`src/rtl/multicycle_control_unit_pkg.sv`:
```
// Shared definitions for the multicycle control unit: opcodes, ALU mode
// encodings, FSM states and an instruction-field extraction helper.
package multicycle_control_unit_pkg;

   localparam int unsigned OP_LOAD = 0;
   localparam int unsigned OP_MOV  = 1;
   localparam int unsigned OP_ADD  = 2;
   localparam int unsigned OP_SUB  = 3;
   localparam int unsigned OP_XOR  = 4;
   localparam int unsigned OP_AND  = 5;
   localparam int unsigned OP_OR   = 6;
   localparam int unsigned OP_NOP  = 7;

   localparam logic [2:0] ALU_ADD = 3'b000;
   localparam logic [2:0] ALU_SUB = 3'b001;
   localparam logic [2:0] ALU_XOR = 3'b010;
   localparam logic [2:0] ALU_AND = 3'b011;
   localparam logic [2:0] ALU_OR  = 3'b100;

   typedef enum logic [3:0] {
      IDLE, LOAD1, LOAD2, MOVE, ALU1, ALU2, ALU3, NOPS, ERR
   } state_t;

   // Returns the width-bit field starting at bit lsb; callers cast to the field width.
   function automatic logic [63:0] instr_field(input logic [63:0] word, input int lsb,
                                               input int width);
      return (word >> lsb) & ((64'd1 << width) - 64'd1);
   endfunction

   function automatic logic [2:0] alu_mode_of(input int unsigned op);
      case (op)
         OP_SUB:  return ALU_SUB;
         OP_XOR:  return ALU_XOR;
         OP_AND:  return ALU_AND;
         OP_OR:   return ALU_OR;
         default: return ALU_ADD;
      endcase
   endfunction

endpackage

```
`src/rtl/multicycle_control_unit_if.sv`:
```
// Instruction handshake and datapath strobes between the control unit (slave)
// and the instruction source / register file / ALU side (master).
interface multicycle_control_unit_if #(
   parameter int NUM_REGS  = 16,
   parameter int REG_SEL_W = $clog2(NUM_REGS),
   parameter int OPCODE_W  = 4
);
   logic                              instr_valid;
   logic                              instr_ready;
   logic [OPCODE_W+2*REG_SEL_W-1:0]   instr;
   logic                              ext_data_valid;
   logic [NUM_REGS-1:0]               rin;
   logic [NUM_REGS-1:0]               rout;
   logic [2:0]                        alu_mode;
   logic                              alu_a_in;
   logic                              alu_g_in;
   logic                              alu_g_out;
   logic                              ext_load;

   modport master (
      output instr_valid, instr, ext_data_valid,
      input  instr_ready, rin, rout, alu_mode, alu_a_in, alu_g_in, alu_g_out, ext_load
   );

   modport slave (
      input  instr_valid, instr, ext_data_valid,
      output instr_ready, rin, rout, alu_mode, alu_a_in, alu_g_in, alu_g_out, ext_load
   );
endinterface

```
`src/rtl/multicycle_control_unit_reg_sel_decoder.sv`:
```
// Register-select to one-hot decoder; out_of_range flags selects beyond NUM_REGS
// independently of the enable, and such selects never produce a strobe.
module reg_sel_decoder #(
   parameter int NUM_REGS  = 16,
   parameter int REG_SEL_W = $clog2(NUM_REGS)
) (
   input  logic [REG_SEL_W-1:0] sel,
   input  logic                 en,
   output logic [NUM_REGS-1:0]  onehot,
   output logic                 out_of_range
);

   always_comb begin
      onehot       = '0;
      out_of_range = (32'(sel) >= 32'(NUM_REGS));
      for (int i = 0; i < NUM_REGS; i++) begin
         onehot[i] = en && (32'(sel) == 32'(i));
      end
   end

endmodule

```
`src/rtl/multicycle_control_unit.sv`:
```
// Multicycle control FSM: accepts {opcode, rx, ry} over valid/ready, latches it,
// and sequences Moore register/ALU strobes, counting retired instructions.
module multicycle_control_unit
   import multicycle_control_unit_pkg::*;
#(
   parameter int NUM_REGS  = 16,
   parameter int REG_SEL_W = $clog2(NUM_REGS),
   parameter int OPCODE_W  = 4,
   parameter int CNT_W     = 16
) (
   input  logic                 clk,
   input  logic                 reset,
   multicycle_control_unit_if.slave bus,
   output logic                 done,
   output logic                 illegal,
   output logic                 busy,
   output logic [CNT_W-1:0]     retired_count
);

   localparam int IW = OPCODE_W + 2*REG_SEL_W;

   state_t                state, state_nxt;
   logic [IW-1:0]         ir;
   logic [OPCODE_W-1:0]   ir_op, live_op;
   logic [REG_SEL_W-1:0]  ir_rx, ir_ry, live_rx, live_ry, sel_rx, sel_ry;
   logic [NUM_REGS-1:0]   rx_hot, ry_hot;
   logic                  rx_oor, ry_oor, rx_en, ry_en, rin_en, rout_rx, bad;

   assign ir_op   = OPCODE_W'(instr_field(64'(ir), 2*REG_SEL_W, OPCODE_W));
   assign ir_rx   = REG_SEL_W'(instr_field(64'(ir), REG_SEL_W, REG_SEL_W));
   assign ir_ry   = REG_SEL_W'(instr_field(64'(ir), 0, REG_SEL_W));
   assign live_op = OPCODE_W'(instr_field(64'(bus.instr), 2*REG_SEL_W, OPCODE_W));
   assign live_rx = REG_SEL_W'(instr_field(64'(bus.instr), REG_SEL_W, REG_SEL_W));
   assign live_ry = REG_SEL_W'(instr_field(64'(bus.instr), 0, REG_SEL_W));

   // In IDLE the decoders only range-check the offered instruction; elsewhere they drive strobes from IR.
   assign sel_rx = (state == IDLE) ? live_rx : ir_rx;
   assign sel_ry = (state == IDLE) ? live_ry : ir_ry;

   reg_sel_decoder #(.NUM_REGS(NUM_REGS), .REG_SEL_W(REG_SEL_W)) u_rx_dec (
      .sel(sel_rx), .en(rx_en), .onehot(rx_hot), .out_of_range(rx_oor)
   );

   reg_sel_decoder #(.NUM_REGS(NUM_REGS), .REG_SEL_W(REG_SEL_W)) u_ry_dec (
      .sel(sel_ry), .en(ry_en), .onehot(ry_hot), .out_of_range(ry_oor)
   );

   always_comb begin
      bad = rx_oor;
      if (32'(live_op) > OP_NOP) bad = 1'b1;
      if (ry_oor && (32'(live_op) != OP_LOAD) && (32'(live_op) != OP_NOP)) bad = 1'b1;
   end

   always_ff @(posedge clk or posedge reset) begin
      if (reset) begin
         state <= IDLE;
         ir    <= '0;
      end else begin
         state <= state_nxt;
         if (state == IDLE && bus.instr_valid) ir <= bus.instr;
      end
   end

   always_comb begin
      state_nxt       = state;
      bus.instr_ready = 1'b0;
      bus.alu_mode    = ALU_ADD;
      bus.alu_a_in    = 1'b0;
      bus.alu_g_in    = 1'b0;
      bus.alu_g_out   = 1'b0;
      bus.ext_load    = 1'b0;
      done            = 1'b0;
      illegal         = 1'b0;
      rx_en           = 1'b0;
      ry_en           = 1'b0;
      rin_en          = 1'b0;
      rout_rx         = 1'b0;
      unique case (state)
         IDLE: begin
            bus.instr_ready = 1'b1;
            if (bus.instr_valid) begin
               if (bad) state_nxt = ERR;
               else begin
                  case (32'(live_op))
                     OP_LOAD: state_nxt = LOAD1;
                     OP_MOV:  state_nxt = MOVE;
                     OP_NOP:  state_nxt = NOPS;
                     default: state_nxt = ALU1;
                  endcase
               end
            end
         end
         LOAD1: if (bus.ext_data_valid) state_nxt = LOAD2;
         LOAD2: begin
            bus.ext_load = 1'b1;
            rx_en = 1'b1; rin_en = 1'b1; done = 1'b1;
            state_nxt = IDLE;
         end
         MOVE: begin
            rx_en = 1'b1; rin_en = 1'b1; ry_en = 1'b1; done = 1'b1;
            state_nxt = IDLE;
         end
         ALU1: begin
            rx_en = 1'b1; rout_rx = 1'b1; bus.alu_a_in = 1'b1;
            state_nxt = ALU2;
         end
         ALU2: begin
            ry_en = 1'b1; bus.alu_g_in = 1'b1;
            bus.alu_mode = alu_mode_of(32'(ir_op));
            state_nxt = ALU3;
         end
         ALU3: begin
            bus.alu_g_out = 1'b1;
            rx_en = 1'b1; rin_en = 1'b1; done = 1'b1;
            state_nxt = IDLE;
         end
         NOPS: begin
            done = 1'b1;
            state_nxt = IDLE;
         end
         ERR: begin
            illegal = 1'b1;
            state_nxt = IDLE;
         end
         default: state_nxt = IDLE;
      endcase
   end

   assign bus.rin  = rin_en ? rx_hot : '0;
   assign bus.rout = rout_rx ? rx_hot : ry_hot;
   assign busy     = (state != IDLE);

   always_ff @(posedge clk or posedge reset) begin
      if (reset) retired_count <= '0;
      else if (done) retired_count <= retired_count + CNT_W'(1);
   end

endmodule

```
`src/flat_wrapper.sv`:
```
// flat-port wrapper written by rule: the top's interface ports become plain ports
module multicycle_control_unit_flat import multicycle_control_unit_pkg::*;
#(
   parameter int NUM_REGS  = 16,
   parameter int REG_SEL_W = $clog2(NUM_REGS),
   parameter int OPCODE_W  = 4,
   parameter int CNT_W     = 16
)
  (clk, reset, done, illegal, busy, retired_count, bus_instr_valid, bus_instr, bus_ext_data_valid, bus_instr_ready, bus_rin, bus_rout, bus_alu_mode, bus_alu_a_in, bus_alu_g_in, bus_alu_g_out, bus_ext_load);
  multicycle_control_unit_if #(.NUM_REGS(NUM_REGS), .REG_SEL_W(REG_SEL_W), .OPCODE_W(OPCODE_W)) bus_i ();
  input  logic clk;
  input  logic reset;
  output logic done;
  output logic illegal;
  output logic busy;
  output logic [CNT_W-1:0] retired_count;
  input wire logic [$bits(bus_i.instr_valid)-1:0] bus_instr_valid;
  input wire logic [$bits(bus_i.instr)-1:0] bus_instr;
  input wire logic [$bits(bus_i.ext_data_valid)-1:0] bus_ext_data_valid;
  output wire logic [$bits(bus_i.instr_ready)-1:0] bus_instr_ready;
  output wire logic [$bits(bus_i.rin)-1:0] bus_rin;
  output wire logic [$bits(bus_i.rout)-1:0] bus_rout;
  output wire logic [$bits(bus_i.alu_mode)-1:0] bus_alu_mode;
  output wire logic [$bits(bus_i.alu_a_in)-1:0] bus_alu_a_in;
  output wire logic [$bits(bus_i.alu_g_in)-1:0] bus_alu_g_in;
  output wire logic [$bits(bus_i.alu_g_out)-1:0] bus_alu_g_out;
  output wire logic [$bits(bus_i.ext_load)-1:0] bus_ext_load;
  assign bus_i.instr_valid = bus_instr_valid;
  assign bus_i.instr = bus_instr;
  assign bus_i.ext_data_valid = bus_ext_data_valid;
  assign bus_instr_ready = bus_i.instr_ready;
  assign bus_rin = bus_i.rin;
  assign bus_rout = bus_i.rout;
  assign bus_alu_mode = bus_i.alu_mode;
  assign bus_alu_a_in = bus_i.alu_a_in;
  assign bus_alu_g_in = bus_i.alu_g_in;
  assign bus_alu_g_out = bus_i.alu_g_out;
  assign bus_ext_load = bus_i.ext_load;
  multicycle_control_unit #(.NUM_REGS(NUM_REGS), .REG_SEL_W(REG_SEL_W), .OPCODE_W(OPCODE_W), .CNT_W(CNT_W)) u_core (.clk(clk), .reset(reset), .bus(bus_i), .done(done), .illegal(illegal), .busy(busy), .retired_count(retired_count));
endmodule
```
`config.mk`:
```
export PLATFORM = sky130hd
export DESIGN_NAME = multicycle_control_unit_flat
export DESIGN_NICKNAME = d
export VERILOG_FILES = /design/src/rtl/multicycle_control_unit_pkg.sv /design/src/rtl/multicycle_control_unit_if.sv /design/src/rtl/multicycle_control_unit_reg_sel_decoder.sv /design/src/rtl/multicycle_control_unit.sv /design/src/flat_wrapper.sv
export SDC_FILE = /design/constraint.sdc
export NUM_CORES = 1
export LEC_CHECK = 0
export CAP_MARGIN = 5
export CORE_UTILIZATION = 45
export CTS_CLUSTER_SIZE = 8
export DETAILED_ROUTE_END_ITERATION = 7
export PLACE_DENSITY_LB_ADDON = 0.3
export SYNTH_ARGS = -nofsm -noshare
export SYNTH_HDL_FRONTEND = slang
export SYNTH_SLANG_ARGS = --single-unit
```
`constraint.sdc`:
```
create_clock -name clk -period 2.6 [get_ports clk]
set_input_delay 0.65 -clock clk [delete_from_list [all_inputs] [get_ports clk]]
set_output_delay 0.65 -clock clk [all_outputs]
set_load 0.05 [all_outputs]
```
# After elaboration in Yosys (flattened, before gate mapping)
# Index checks and enable logic that the tools add are counted.
[totals] reg_bits=32 latchBits=0 ramBits=0 romBits=0 input_bits=16 out_inout_bits=59 word_cells=116 memories=0
[classes] n_addsub=1 n_mul=0 div=0 magnitude_cmp=1 eq_ne=46 n_shift=0 mux=22 n_bitwise=0 reduce_logical=43
[ops] cell="== test 4 bit (second input constant)" n=17
[ops] cell="== test 4 x 3 -> 1 bit (second input constant)" n=16
[ops] cell="logical AND 1 bit" n=33
[ops] cell="2-to-1 mux 16 bit" n=2
[ops] cell="== test 4 x 2 -> 1 bit (second input constant)" n=7
[ops] cell="2-to-1 mux 4 bit" n=5
[ops] cell="adder 16 x 1 -> 16 bit (second input constant)" n=1
[ops] cell="== test 4 x 1 -> 1 bit (second input constant)" n=4
[ops] cell="zero test 4 bit" n=4
[ops] cell="one-hot mux 4 bit (4 select lines)" n=1
[ops] cell="one-hot mux 3 bit (4 select lines)" n=1
[ops] cell="2-to-1 mux 1 bit" n=11
[ops] cell="one-hot mux 3 bit (3 select lines)" n=1
[ops] cell="OR reduction 4 bit" n=2
[ops] cell="greater-than comparator 4 x 3 -> 1 bit (second input constant)" n=1
[ops] cell="inequality test 2 bit (second input constant)" n=2
[ops] cell="nonzero test 4 bit" n=1
[ops] cell="2-to-1 mux 3 bit" n=1
[ops] cell="OR reduction 3 bit" n=1
[ops] cell="AND reduction 2 bit" n=1
[ops] cell="OR reduction 2 bit" n=1

# Longest topological paths before layout
[depth] word_depth=5 ltp_mapped=8

# Hierarchy
# From an unflattened synthesis, not the netlist that was laid out.
[unflattened] hier_cells=228 area_unflattened_um2=2223.4
[modules_own_cells] module="multicycle_control_unit" instances=1 cells_each=178 area_per_inst_um2=1965.6
[modules_own_cells] module="reg_sel_decoder" instances=2 cells_each=25 area_per_inst_um2=128.9

# Least setup slack after synthesis
# No wires, ideal clock.
[synth_path] path_kind="register to output" start="register u_core.state[2]" end="output bus_alu_mode[2]" t_arrival_ps=3743 t_required_ps=1950 slack_ps=-1793 path_stages_with_launch=6 path_buffers=1 path_cell_list="dfrtp_1 -> clkbuf_1 -> nor4bb_1 -> nor2b_1 -> nand2_1 -> nor3b_1"
[synth_via] elab_chain_cells=2
[synth_lines] item="start, declared" line="multicycle_control_unit.sv:22" source="state_t state, state_nxt;"
[synth_lines] item="start signal, assigned" line="multicycle_control_unit.sv:59" source="state <= state_nxt;"
[synth_lines] item="== test 4 x 3 -> 1 bit" line="multicycle_control_unit.sv:78" source="unique case (state)"
[synth_lines] item="2-to-1 mux 3 bit" line="multicycle_control_unit.sv:78"
[synth_lines] item="end, declared" line="flat_wrapper.sv:23" source="output wire logic [$bits(bus_i.alu_mode)-1:0] bus_alu_mode;"
# Every way passes these cells.

# Worst setup path in the final report
[layout_path] start="register u_core.state[2]" end="output bus_rout[11]"
[layout_via] elab_chain_cells=5 word_cells_on_any_way=18 classes_between="eq/ne (7); mux (6); reduce/logical (5)"
[layout_lines] item="zero test 4 bit, or another cell as far along" line="multicycle_control_unit.sv:37, multicycle_control_unit.sv:38"
[layout_lines] item="2-to-1 mux 4 bit, or another cell as far along" line="multicycle_control_unit.sv:38" source="assign sel_ry = (state == IDLE) ? live_ry : ir_ry;"
[layout_lines] item="== test 4 bit / 2-to-1 mux 1 bit (equally long branches)" line="multicycle_control_unit_reg_sel_decoder.sv:17, multicycle_control_unit.sv:78"
[layout_lines] item="logical AND 1 bit" line="multicycle_control_unit_reg_sel_decoder.sv:17" source="onehot[i] = en && (32'(sel) == 32'(i));"
[layout_lines] item="2-to-1 mux 16 bit (*)" line="multicycle_control_unit.sv:130" source="assign bus.rout = rout_rx ? rx_hot : ry_hot;"
[layout_lines] item="end, declared" line="flat_wrapper.sv:22" source="output wire logic [$bits(bus_i.rout)-1:0] bus_rout;"
# Every way passes the cells marked *; elsewhere a longest branch is shown, timed or not.

==> metrics.csv <==
metric;value;unit
syn_inst;239;
drtIter0Drc;211;
synth_seq_cells;32;
pwr-share-seq;0.215;
timing.final.crit_period;2.96;ns
grt_max_degree;33;
crit_start;u_core.state[2]$_DFFE_PP0P_;
clkPwrFrac;0.084;
drive_gt1_frac;0.460;
die_width;70.3;um
slew_headroom;0.511;
synth_cell_types;41;
fp.dieH;70.3;um
avgSynthCellArea;8.77;um2
required;1.95;ns
synth_nets;256;
seq_area;801;um2
power_per_cell_area;1120;mW/mm2
p_total;4.61;mW
clock.fmax;338;MHz
tritoncts;done;
maxSlewViolCount;0;
areaGrowthSynthToFinish;96.0;%
cts_root_buffer;clkbuf_8;
antenna_found_initial;1;
start_kind;register;
drc;0;
setup_viol;33;
place_congestion;0.914;
max_cap_violations;0;
grt_pass1_wl;14800;um
layout.nets;364;
wirelength;10400;um
cts.sinks;32;
holdBufCountCts;0;
tns;-9.28;ns
worst-path-max-fanout;31;
clock_path_buffers;2;
die_area;0.00494;mm2
p_sw;2.46;mW
max_slew.worst_pin.slew;0.727;ns
synth_area;0.00210;mm2
numCtsBuffers;5;
coreArea;0.00441;mm2
grt_pass1_vias;2747;
cp-end-kind;output port;
rsz0062_at_grt;yes;
htreeDepth;2;
fill_cells;148;
dr_total_vias;2729;
r2r-start;u_core.state[2]$_DFFE_PP0P_;
hold_violations;0;
pre_cts_ws;-0.188;ns
io_pins;75;
insertion_delay;0.29;ns
violations;setup timing;
synth_warnings;0;
status;finished, violations left;
setup_slack;-0.359;ns
pwr-share-comb;0.700;
drtPass1Iterations;7;
ir_worst_vdd;0.000893;V
dp_hpwl;5910;um
worst_r2r_endpoint;u_core.ir[6]$_DFFE_PP0P_;
vias_per_cell;6.81;
overflow;0;
rr_worst_depth;6;
io_buffers;74;
p_leak;1.54;nW
internal_power;2.14;mW
crit_arrival;2.31;ns
worstSetupEndpoint;bus_rout[11];
grt_use_total;0.392;
min_path_type;register to register;
skew;0.00643;ns
ant_nets;0;
rrSetupSlack;0.52;ns
fin_crit_sh;1.14;
multiInputGateArea;0.00174;mm2
crit_type;register to output port;
finalHoldWorstSlack;0.489;ns
p_sw_frac;0.535;
wl_per_cell;25.8;um
initial_core_util;0.475;
cts.clk_slew.worst_paths;0.08;ns
seq_area_frac_synth;0.382;
rows;24;
[power groups by stage]
stage | Clock (mW) | Combinational, mW | Sequential, mW
CTS | 0.382 | 3.08 | 0.943
finish | 0.388 | 3.23 | 0.993
global placement | 0 | 2.82 | 0.904
global route | 0.405 | 3.33 | 0.998
floorplan | 0 | 1.91 | 0.954
detailed placement | 0 | 2.93 | 0.926
[state kept, by name (all words and copies together), names as in the netlist]
| signal | flops |
|---|---|
| u_core.retired_count | 16 |
| u_core.ir | 12 |
| u_core.state | 4 |
[layout by cell type, fill, tap and decap left out, drive strengths merged, types with 5 or more instances in the layout]
cell type,n
buf,82
dfrtp,32
clkdlybuf4s50,31
nor2,26
nand2,23
o22ai,16
a31oi,15
nor3,13
xnor2,11
mux2,8
nor4,7
nor3b,7
inv,6
xor2,6
nand3,6
clkbuf,5
[per-layer routing]
layer  GRT usage  wire length [um]  up-vias
li1            -                 -     1107
met1       0.435              3530     1297
met2       0.690              5140      240
met3      0.0707               900       85
met4       0.236               776        0
met5           0                 0        -
[per-stage QoR]
step	instances	util	instance area (um2)
detailed placement	389	0.876	3860
CTS	400	0.927	4090
global placement	389	0.876	3860
floorplan	239	-	2610
global route	400	0.931	4110
finish	401	0.931	4110
[layout make-up]
type | count | area share
Sequential cell | 32 | 0.195
Tap cell | 52 | 0.0158
Clock inverter | 3 | 0.00457
Inverter | 8 | 0.00944
Clock buffer | 5 | 0.0167
Antenna cell | 1 | 0.000609
Multi-Input combinational cell | 187 | 0.423
Timing Repair Buffer | 113 | 0.335
[how the worst min path moves through the flow]
stage	slack (ns)	end	cells after the start	startpoint
after global routing	0.52	u_core.retired_count[12]$_DFFE_PP0P_	1	u_core.retired_count[12]$_DFFE_PP0P_
after global placement	0.46	u_core.retired_count[15]$_DFFE_PP0P_	1	u_core.retired_count[15]$_DFFE_PP0P_
after floorplan	0.45	u_core.ir[11]$_DFFE_PP0P_	1	u_core.ir[11]$_DFFE_PP0P_
final	0.49	u_core.retired_count[15]$_DFFE_PP0P_	1	u_core.retired_count[15]$_DFFE_PP0P_
after detailed placement	0.49	u_core.retired_count[15]$_DFFE_PP0P_	1	u_core.retired_count[15]$_DFFE_PP0P_
after CTS	0.50	u_core.retired_count[15]$_DFFE_PP0P_	1	u_core.retired_count[15]$_DFFE_PP0P_
[logic make-up (layout without fill, tap and decap cells)]
kind of cell,Yosys count,in the layout,share of synthesized area
other,0,1,0
xor gates and xnor gates,17,17,0.0710
buffers and inverters,20,129,0.0436
AOI/OAI and AO/OA,45,45,0.152
DFF,32,32,0.382
and+or+nand+nor,115,115,0.298
muxes,9,9,0.0477
adders and majority gates,1,1,0.00597
[cells in the mapped netlist]
cell type	number	share of area
nor4_1	7	0.021
clkbuf_1	7	0.013
a31oi_1	13	0.039
a31oi_4	2	0.020
o22ai_1	16	0.048
nand3_1	6	0.014
nand4_1	3	0.0090
buf_2	3	0.0072
nand4b_1	2	0.0084
a221oi_1	1	0.0042
xor2_1	6	0.025
or4b_1	1	0.0048
clkinv_4	1	0.0042
or2_2	2	0.0060
or3b_4	1	0.0054
and3_1	4	0.012
dfrtp_1	32	0.38
nor4bb_1	3	0.014
or3_1	1	0.0030
mux2_2	8	0.043
nor2_1	26	0.047
ha_1	1	0.0060
and4_1	2	0.0084
a21oi_1	4	0.0095
nand3b_1	3	0.011
a21o_1	1	0.0036
buf_4	2	0.0072
nor2b_1	4	0.012
inv_1	7	0.013
nand2b_1	4	0.012
nor4b_1	2	0.0084
nand2_1	22	0.039
or4_1	1	0.0036
xnor2_1	11	0.046
o21ai_0	3	0.0072
nor3_1	13	0.031
mux2i_1	1	0.0048
nor3b_1	7	0.025
a41oi_1	4	0.017
a2111oi_0	1	0.0042
nand2_2	1	0.0030
[critical path, stage by stage, from the launching register on]
cell and delay (ns):
dfrtp_1 0.40, or4_4 0.59, clkinv_4 0.11, buf_12 0.18, nor3_1 0.09, a41oi_2 0.33
o22ai_4 0.15, buf_12 0.16
[repair_timing]
item,CTS,global route
cloned,0,0
resized for setup,29,3
pin swaps,12,1
endpoints found under the setup margin,36,36
setup buffers,3,0
No activity file was read; power rests on OpenSTA's default activity.
